File: src/rtl/sop_pkg.sv
// Shared definitions for the sum-of-products truth-table unit.
// Holds the controller state encoding and the legal range of the
// function-input count N.
package sop_pkg;

    // Controller states. busy is derived as (state != IDLE).
    typedef enum logic [1:0] {
        IDLE  = 2'd0,
        LOAD  = 2'd1,
        SWEEP = 2'd2,
        DONE  = 2'd3
    } sop_state_t;

    // Supported number of function inputs.
    localparam int N_MIN = 2;
    localparam int N_MAX = 6;

endpackage

File: src/rtl/sop_tt_reg.sv
// Truth-table storage for sop_table_unit.
// Holds the 2^N-bit table, the serial load counter and the tt_ready flag.
//
// Ports:
//   clk, rst   : clock, synchronous active-high reset (clears table, count, tt_ready)
//   wr_en      : write wr_bit into the table this cycle
//   wr_first   : this write starts a new load (index 0, clears tt_ready)
//   wr_bit     : serial table bit
//   rd_addr    : combinational read address
//   rd_bit     : tt[rd_addr]
//   tt_ready   : a complete table has been loaded
//   wr_last    : the current write stores the final bit (index 2^N-1)
module sop_tt_reg #(
    parameter int N = 4
) (
    input  logic         clk,
    input  logic         rst,
    input  logic         wr_en,
    input  logic         wr_first,
    input  logic         wr_bit,
    input  logic [N-1:0] rd_addr,
    output logic         rd_bit,
    output logic         tt_ready,
    output logic         wr_last
);

    localparam int TT = 1 << N;
    localparam logic [N-1:0] LAST_IDX = {N{1'b1}};

    logic [TT-1:0] tt_bits;
    logic [N-1:0]  cnt;
    logic [N-1:0]  wr_idx;

    // A fresh load always restarts at minterm 0 regardless of the old count.
    assign wr_idx  = wr_first ? '0 : cnt;
    assign wr_last = wr_en && !wr_first && (cnt == LAST_IDX);
    assign rd_bit  = tt_bits[rd_addr];

    // The count wraps to 0 after the last bit; tt_ready alone marks completeness.
    always_ff @(posedge clk) begin
        if (rst) begin
            tt_bits  <= '0;
            cnt      <= '0;
            tt_ready <= 1'b0;
        end else if (wr_en) begin
            tt_bits[wr_idx] <= wr_bit;
            cnt             <= wr_idx + N'(1);
            if (wr_first)
                tt_ready <= 1'b0;
            else if (cnt == LAST_IDX)
                tt_ready <= 1'b1;
        end
    end

endmodule

File: src/rtl/sop_table_unit.sv
// Truth-table driven boolean function unit.
// A 2^N-bit table is loaded serially (minterm 0 first). Once loaded, the
// unit answers single evaluations s = tt[x] with one cycle of latency, or
// sweeps all 2^N combinations one per cycle while counting true minterms.
//
// Ports:
//   clk, rst     : clock, synchronous active-high reset
//   load_en      : load_bit is valid this cycle
//   load_bit     : serial table bit
//   start        : request a full sweep
//   eval_en      : request evaluation of x
//   x            : input vector, x[N-1] is the MSB variable
//   s            : registered function output (holds outside valid cycles)
//   s_valid      : s is a single-evaluation result
//   sweep_valid  : s/sweep_idx hold a sweep entry
//   sweep_idx    : combination producing s during a sweep
//   ones_cnt     : true-minterm count of the current/last sweep
//   done         : one-cycle pulse after the last sweep entry
//   tt_ready     : complete table loaded
//   busy         : state is LOAD, SWEEP or DONE
//
// Handshake: there is no back-pressure. A request (load_en, start, eval_en)
// is accepted only in the state that can act on it and otherwise dropped;
// each output valid (s_valid, sweep_valid, done) is high for exactly one
// cycle per result and the consumer must take it in that cycle.
module sop_table_unit
    import sop_pkg::*;
#(
    parameter int N = 4
) (
    input  logic         clk,
    input  logic         rst,
    input  logic         load_en,
    input  logic         load_bit,
    input  logic         start,
    input  logic         eval_en,
    input  logic [N-1:0] x,
    output logic         s,
    output logic         s_valid,
    output logic         sweep_valid,
    output logic [N-1:0] sweep_idx,
    output logic [N:0]   ones_cnt,
    output logic         done,
    output logic         tt_ready,
    output logic         busy
);

    localparam logic [N-1:0] LAST_IDX = {N{1'b1}};

    sop_state_t   state, state_next;
    logic         s_next, s_valid_next, sweep_valid_next, done_next;
    logic [N-1:0] sweep_idx_next;
    logic [N:0]   ones_next;

    logic         wr_en, wr_first, wr_last;
    logic [N-1:0] rd_addr;
    logic         rd_bit;

    assign busy     = (state != IDLE);
    assign wr_en    = load_en && ((state == IDLE) || (state == LOAD));
    assign wr_first = (state == IDLE);

    sop_tt_reg #(.N(N)) u_tt (
        .clk      (clk),
        .rst      (rst),
        .wr_en    (wr_en),
        .wr_first (wr_first),
        .wr_bit   (load_bit),
        .rd_addr  (rd_addr),
        .rd_bit   (rd_bit),
        .tt_ready (tt_ready),
        .wr_last  (wr_last)
    );

    // Outputs are registered, so the read looks one entry ahead: entry 0 is
    // fetched in the cycle start is accepted, entry k+1 while entry k shows.
    always_comb begin
        rd_addr = x;
        if (state == SWEEP)
            rd_addr = sweep_idx + N'(1);
        else if (start)
            rd_addr = '0;
    end

    always_comb begin
        state_next       = state;
        s_next           = s;
        s_valid_next     = 1'b0;
        sweep_valid_next = 1'b0;
        sweep_idx_next   = sweep_idx;
        ones_next        = ones_cnt;
        done_next        = 1'b0;
        case (state)
            IDLE: begin
                if (load_en) begin
                    state_next = LOAD;
                end else if (start && tt_ready) begin
                    state_next       = SWEEP;
                    sweep_valid_next = 1'b1;
                    sweep_idx_next   = '0;
                    s_next           = rd_bit;
                    ones_next        = {N'(0), rd_bit};
                end else if (eval_en && tt_ready) begin
                    s_next       = rd_bit;
                    s_valid_next = 1'b1;
                end
            end
            LOAD: begin
                if (wr_last)
                    state_next = IDLE;
            end
            SWEEP: begin
                if (sweep_idx == LAST_IDX) begin
                    state_next = DONE;
                    done_next  = 1'b1;
                end else begin
                    sweep_valid_next = 1'b1;
                    sweep_idx_next   = sweep_idx + N'(1);
                    s_next           = rd_bit;
                    ones_next        = ones_cnt + {N'(0), rd_bit};
                end
            end
            DONE: begin
                state_next = IDLE;
            end
            default: begin
                state_next = IDLE;
            end
        endcase
    end

    always_ff @(posedge clk) begin
        if (rst) begin
            state       <= IDLE;
            s           <= 1'b0;
            s_valid     <= 1'b0;
            sweep_valid <= 1'b0;
            sweep_idx   <= '0;
            ones_cnt    <= '0;
            done        <= 1'b0;
        end else begin
            state       <= state_next;
            s           <= s_next;
            s_valid     <= s_valid_next;
            sweep_valid <= sweep_valid_next;
            sweep_idx   <= sweep_idx_next;
            ones_cnt    <= ones_next;
            done        <= done_next;
        end
    end

endmodule

File: config.mk
export PLATFORM = sky130hd
export DESIGN_NAME = sop_table_unit
export DESIGN_NICKNAME = d
export VERILOG_FILES = /design/src/rtl/sop_pkg.sv /design/src/rtl/sop_tt_reg.sv /design/src/rtl/sop_table_unit.sv
export SDC_FILE = /design/constraint.sdc
export NUM_CORES = 1
export LEC_CHECK = 0
export CORE_MARGIN = 8
export CORE_UTILIZATION = 40
export DETAILED_ROUTE_END_ITERATION = 10
export GPL_TIMING_DRIVEN = 0
export PLACE_DENSITY = 0.65
export REMOVE_ABC_BUFFERS = 1
export SLEW_MARGIN = 10
export SYNTH_ARGS = -nofsm -noshare
export SYNTH_HDL_FRONTEND = slang
export SYNTH_SLANG_ARGS = --single-unit
File: constraint.sdc
create_clock -name clk -period 3.18 [get_ports clk]
set_input_delay 0.477 -clock clk [delete_from_list [all_inputs] [get_ports clk]]
set_output_delay 0.477 -clock clk [all_outputs]
set_load 0.01 [all_outputs]
== After elaboration in Yosys (flattened, before gate mapping) ==
Cells that the tools add are included.

* Multipliers: 0
* Shift operators: 0
* Bitwise operators: 2
* Magnitude comparators: 3
* Eq/ne operators: 12
* Add/sub/neg operators: 3
* Reductions and logical operators: 18
* Divide/modulo/power cells: 0
* Multiplexer cells: 34

{| class="wikitable"
|+ Operators with widths
! cell !! count
|-
| two-way mux 4 bit || 6
|-
| bitwise mux 16 bit || 1
|-
| two-way mux 5 bit || 3
|-
| two-way mux 1 bit || 13
|-
| less-than comparator 4 x 5 -> 1 bit, second input constant || 2
|-
| case mux 5 bit (2 select lines) || 1
|-
| adder 4 x 1 -> 4 bit, second input constant || 2
|-
| == test 4 bit, second input constant || 2
|-
| two-way mux 2 bit || 4
|-
| case mux 2 bit (4 select lines) || 1
|-
| case mux 4 bit (2 select lines) || 1
|-
| AND reduction 4 bit || 2
|-
| logical AND 1 bit || 6
|-
| inequality test 2 bit, second input constant || 3
|-
| inequality test 3 bit, second input constant || 2
|-
| nonzero test 2 bit || 3
|-
| adder 5 x 1 -> 5 bit || 1
|-
| binary-select mux 1 bit (select 4 bit) || 1
|-
| demux 1 bit (select 4 bit) || 1
|-
| == test 2 bit, second input constant || 2
|-
| greater-or-equal comparator 4 x 1 -> 1 bit, second input constant || 1
|-
| inequality test 2 x 1 -> 1 bit, second input constant || 2
|-
| case mux 1 bit (2 select lines) || 2
|-
| OR reduction 4 bit || 1
|-
| 8 further kinds || 9
|}

* Register bits: 36
* Latch bits: 0
* Memory bits (read-only): 0
* Memories: 0
* Bits of input ports: 10
* Word-level logic and storage cells: 82
* Memory bits (writable): 0
* Output and inout port bits: 15

== Depth between registers and ports, before layout ==
* Depth in word-level cells: 8
* Depth in mapped cells: 13
* Depth with buffers taken out: 12

== Cells and area by module ==
From an unflattened synthesis, not the netlist that was laid out.

* Cells, all modules: 220
* Area total of the unflattened synthesis: 1968.1 um2

{| class="wikitable"
|+ By module, submodules not included
! module !! sequential area each (um2) !! area an instance (um2) !! times used !! cells an instance
|-
| sop_tt_reg || 420.4 || 1139.8 || 1 || 127
|-
| sop_table_unit || 300.3 || 828.3 || 1 || 93
|}

== Least setup slack after synthesis ==
No wires, ideal clock.

* Kind: input to register
* Start: input port start
* End: register ones_cnt[4]
* Setup time: 0.114 ns
* Arrival: 2.400 ns
* Setup slack: 0.666 ns
* Stages: 13
* Data required time: 3.066 ns
* Buffers on the path: 1
* Cells stage by stage: clkbuf_1 nand2b_1 mux2i_4 mux2i_1 mux2i_1 mux2i_1 mux2_4 inv_1 ha_1 ha_1 nand4_1 xor2_1 nor2_1

* Cells in the longest elaborated chain, start to end: 7
* Elaborated cells between the ends (all ways): 10
* Those cells by class: add/sub (1); eq/ne (1); mux (6); reduce/logical (2)

{| class="wikitable"
|+ Ends and longest elaborated chain
! what !! line !! source
|-
| start: declaration || sop_table_unit.sv:35 || <nowiki>input logic start,</nowiki>
|-
| two-way mux 4 bit || sop_table_unit.sv:81 || <nowiki>else if (start)</nowiki>
|-
| two-way mux 4 bit || sop_table_unit.sv:79 || <nowiki>if (state == SWEEP)</nowiki>
|-
| binary-select mux 1 bit (select 4 bit) || sop_tt_reg.sv:37 || <nowiki>assign rd_bit = tt_bits[rd_addr];</nowiki>
|-
| two-way mux 1 bit (not written as such) || sop_tt_reg.sv:37 ||
|-
| via rd_bit || sop_table_unit.sv:57 || <nowiki>logic rd_bit;</nowiki>
|-
| adder 5 x 1 -> 5 bit || sop_table_unit.sv:120 || <nowiki>ones_next = ones_cnt + {N'(0), rd_bit};</nowiki>
|-
| two-way mux 5 bit || sop_table_unit.sv:113 || <nowiki>if (sweep_idx == LAST_IDX) begin</nowiki>
|-
| case mux 5 bit (2 select lines) || sop_table_unit.sv:93 || <nowiki>case (state)</nowiki>
|-
| end signal: assignment || sop_table_unit.sv:147 || <nowiki>ones_cnt <= ones_next;</nowiki>
|-
| end: declaration || sop_table_unit.sv:42 || <nowiki>output logic [N:0] ones_cnt,</nowiki>
|}

The timed path passes the listed nets, and every way through them passes these cells. The select of a mux whose other input is x is not followed.
A chain may end at the register's enable or synchronous reset.

== Final worst setup path ==
Ends and elaborated chain as after synthesis.

==> out/qor.csv <==
metric;value;unit
clk_skew;11.6;ps
LEAKAGE;0.000917;uW
crit path DAT;3090;ps
number of distinct library cells after synthesis;34;
Final Hold Fails;0;
gr usage total;0.118;
H-tree level count;2;
Vias/cell;5.28;
initial antenna violation count;0;
via count;1569;
Iteration-0 DRC Markers;121;
Post-Synth Simple-Gate Area;0.229;
fin crit share;0.915;
Synth Area in Adders;0.0468;
largest family of logic cells by synthesized area;simple AND/OR/NAND/NOR gates;
Worst VDD drop;266;uV
effective utilization at floorplan;0.404;
hpwl dp;2840;um
Post-Syn Area;1870;um2
CP startpoint;start;
DP Worst Slack;-110;ps
worst r2r src;state[0]$_SDFFE_PP0P_;
clock buffer depth;2;
commonest non-fill, non-tap cell in the layout;dfxtp_1;
ant diodes;0;
YS warnings;0;
mux share of post-synthesis cell area;0.191;
Setup crit end kind;flop;
die height;84.4;um
Core Footprint;4630;um2
unrepaired setup endpoints after global routing;false;
top post-synthesis cells by area;dfxtp_1, mux2i_1, nor2_1, nand3_1, ha_1;
Syn Area/Cell;8.47;um2
worst setup margin;272;ps
DIE AREA;7120;um2
synthesis-to-layout area growth;20.0;%
# DRC;0;
# clock sinks;36;
share of layout cells above drive strength 1;0.0658;
Final nets;259;
CTS clk-pin slew, worst paths;80;ps
slew margin rel.;0.439;
fmax;344;MHz
Detailed Routing Iterations Pass 1;4;
Final Critical Period;2910;ps
XOR/XNOR Fraction of Synth Area;0.0234;
Clock Latency Late Sink;280;ps
vias in the first global route;1523;
largest net degree at the start of global routing;33;
grt total ovfl;0;
worst min path class;flop to flop;
highest-count cells in the layout ignoring fill and taps;dfxtp_1, nor2_1, mux2i_1;
Compound-Gate Fraction of Synth Area;0.0842;
status;finished clean;
CTS tree;yes;
area leader, netlist;dfxtp_1;
port bufs;24;
# hold bufs at CTS;0;
Antenna Nets Post-Route;0;
Top Ports;25;
Slew @ Worst Pin;841;ps
Yosys top cell area share;0.385;
first-pass GRT wire length;7040;um
WS Path Type;input port to flop;
flops & latches, synth;36;
Hold Startpoint;u_tt.cnt[1]$_SDFFE_PP0P_;
startpoint types;input port;
final wirelength;4120;um
Crit Path Max Fanout;9;
die width;84.4;um
critical path required time;3360;ps
Synth Instances;221;
Final Setup Violations;0;
GPL Wtd Cong;0.758;
CTS buffer count;5;
post-DR wirelength/cell;13.9;um
Final Max Tran Viols;0;
Design Power;860;uW
CTS root buf;clkbuf_8;
Row Count;25;
max-cap violation count;0;
proportion of synthesized chip area in sequential cells;0.385;
Power per Cell Area;383;nW/um2
==> state kept, by name, indices dropped and copies added, names as in the netlist <==
signal / count
u_tt.tt_bits: 16
ones_cnt: 5
sweep_idx: 4
u_tt.cnt: 4
state: 2
done: 1
s: 1
s_valid: 1
sweep_valid: 1
u_tt.tt_ready: 1
==> power by group <==
group | internal (uW) | switching [uW] | total [uW]
clock network | 173 | 163 | 336
registers | 454 | 3.10 | 457
logic | 28.6 | 38.5 | 67.1
==> stage by stage <==
| stage | hold slack (ps) | cell area (um2) | utilization | instances | setup TNS [ps] |
|---|---|---|---|---|---|
| finish | 470 | 2250 | 0.485 | 297 | 0 |
| global route | 483 | 2250 | 0.485 | 297 | 0 |
| CTS | 474 | 2220 | 0.481 | 296 | 0 |
| global placement | 457 | 2130 | 0.460 | 288 | -168 |
| detailed placement | 461 | 2130 | 0.461 | 288 | -252 |
| floorplan | 439 | 1820 | - | 210 | 0 |
==> kinds of logic (layout without fill, tap and decap cells) <==
group / count (synthesis) / count (layout)
simple gates: 94 / 94
flops: 36 / 36
mux: 34 / 34
compound gates: 27 / 27
buf+inv: 18 / 40
fa+ha+maj: 7 / 7
xor+xnor: 5 / 5
==> critical path, stage by stage <==
cell and delay, ps:
clkdlybuf4s50_1 570, nand2b_1 260, mux2i_4 170, buf_12 160
mux2i_1 220, mux2i_1 100, mux2i_1 160, mux2_4 200
inv_1 40, ha_1 190, ha_1 200, nand4_1 120
xor2_1 160, nor2_1 50
==> cell type report <==
cell class / count / area [um2]
clock buffers: 6 / 82.6
well taps: 54 / 67.6
multi-input cells: 167 / 1080
fillers: 465 / 2380
clock inverters: 2 / 10.0
inverters: 7 / 26.3
repair buffers: 25 / 255
flip-flops and latches: 36 / 721
==> worst paths after layout <==
kind,endpoint,slack [ps],cells past startpoint
worst max-delay path,ones_cnt[4]$_SDFFE_PP0P_,270,14
worst min register to register,u_tt.cnt[1]$_SDFFE_PP0P_,470,2
worst min-delay path,u_tt.cnt[1]$_SDFFE_PP0P_,470,2
worst max register to register,ones_cnt[4]$_SDFFE_PP0P_,370,13
==> layer usage <==
layer	track usage	up-vias	wire length, um
li1	-	807	-
met3	0.0312	4	158
met2	0.193	27	1930
met5	0	-	0
met1	0.150	731	2010
met4	0.0324	0	23
==> what timing repair did <==
| item | 4_1_cts | 5_1_grt |
|---|---|---|
| setup buffers | 0 | 1 |
| resized for setup | 0 | 2 |
| endpoints found under the setup margin | 0 | 4 |
==> synthesized netlist by cell type <==
| cell | count |
|---|---|
| o32ai_1 | 1 |
| nor3b_1 | 1 |
| a21oi_1 | 8 |
| xor2_1 | 4 |
| nand3b_1 | 2 |
| ha_1 | 7 |
| clkbuf_1 | 9 |
| buf_6 | 1 |
| or3_1 | 1 |
| nor2b_1 | 1 |
| a22oi_1 | 1 |
| nor2_1 | 35 |
| mux2i_1 | 32 |
| nand2_1 | 20 |
| a211oi_1 | 1 |
| o22ai_1 | 1 |
| nand4_1 | 2 |
| xnor2_1 | 1 |
| a31oi_1 | 5 |
| clkbuf_2 | 1 |
| o21ai_0 | 8 |
| and4_1 | 1 |
| o21a_1 | 1 |
| nand2b_1 | 4 |
| dfxtp_1 | 36 |
| nor3_1 | 4 |
| and2_1 | 1 |
| mux2i_4 | 1 |
| nand3_1 | 19 |
| o21ai_2 | 1 |
| clkinv_1 | 1 |
| mux2_4 | 1 |
| inv_1 | 6 |
| and3_1 | 3 |
(Power assumes the default switching activity.)
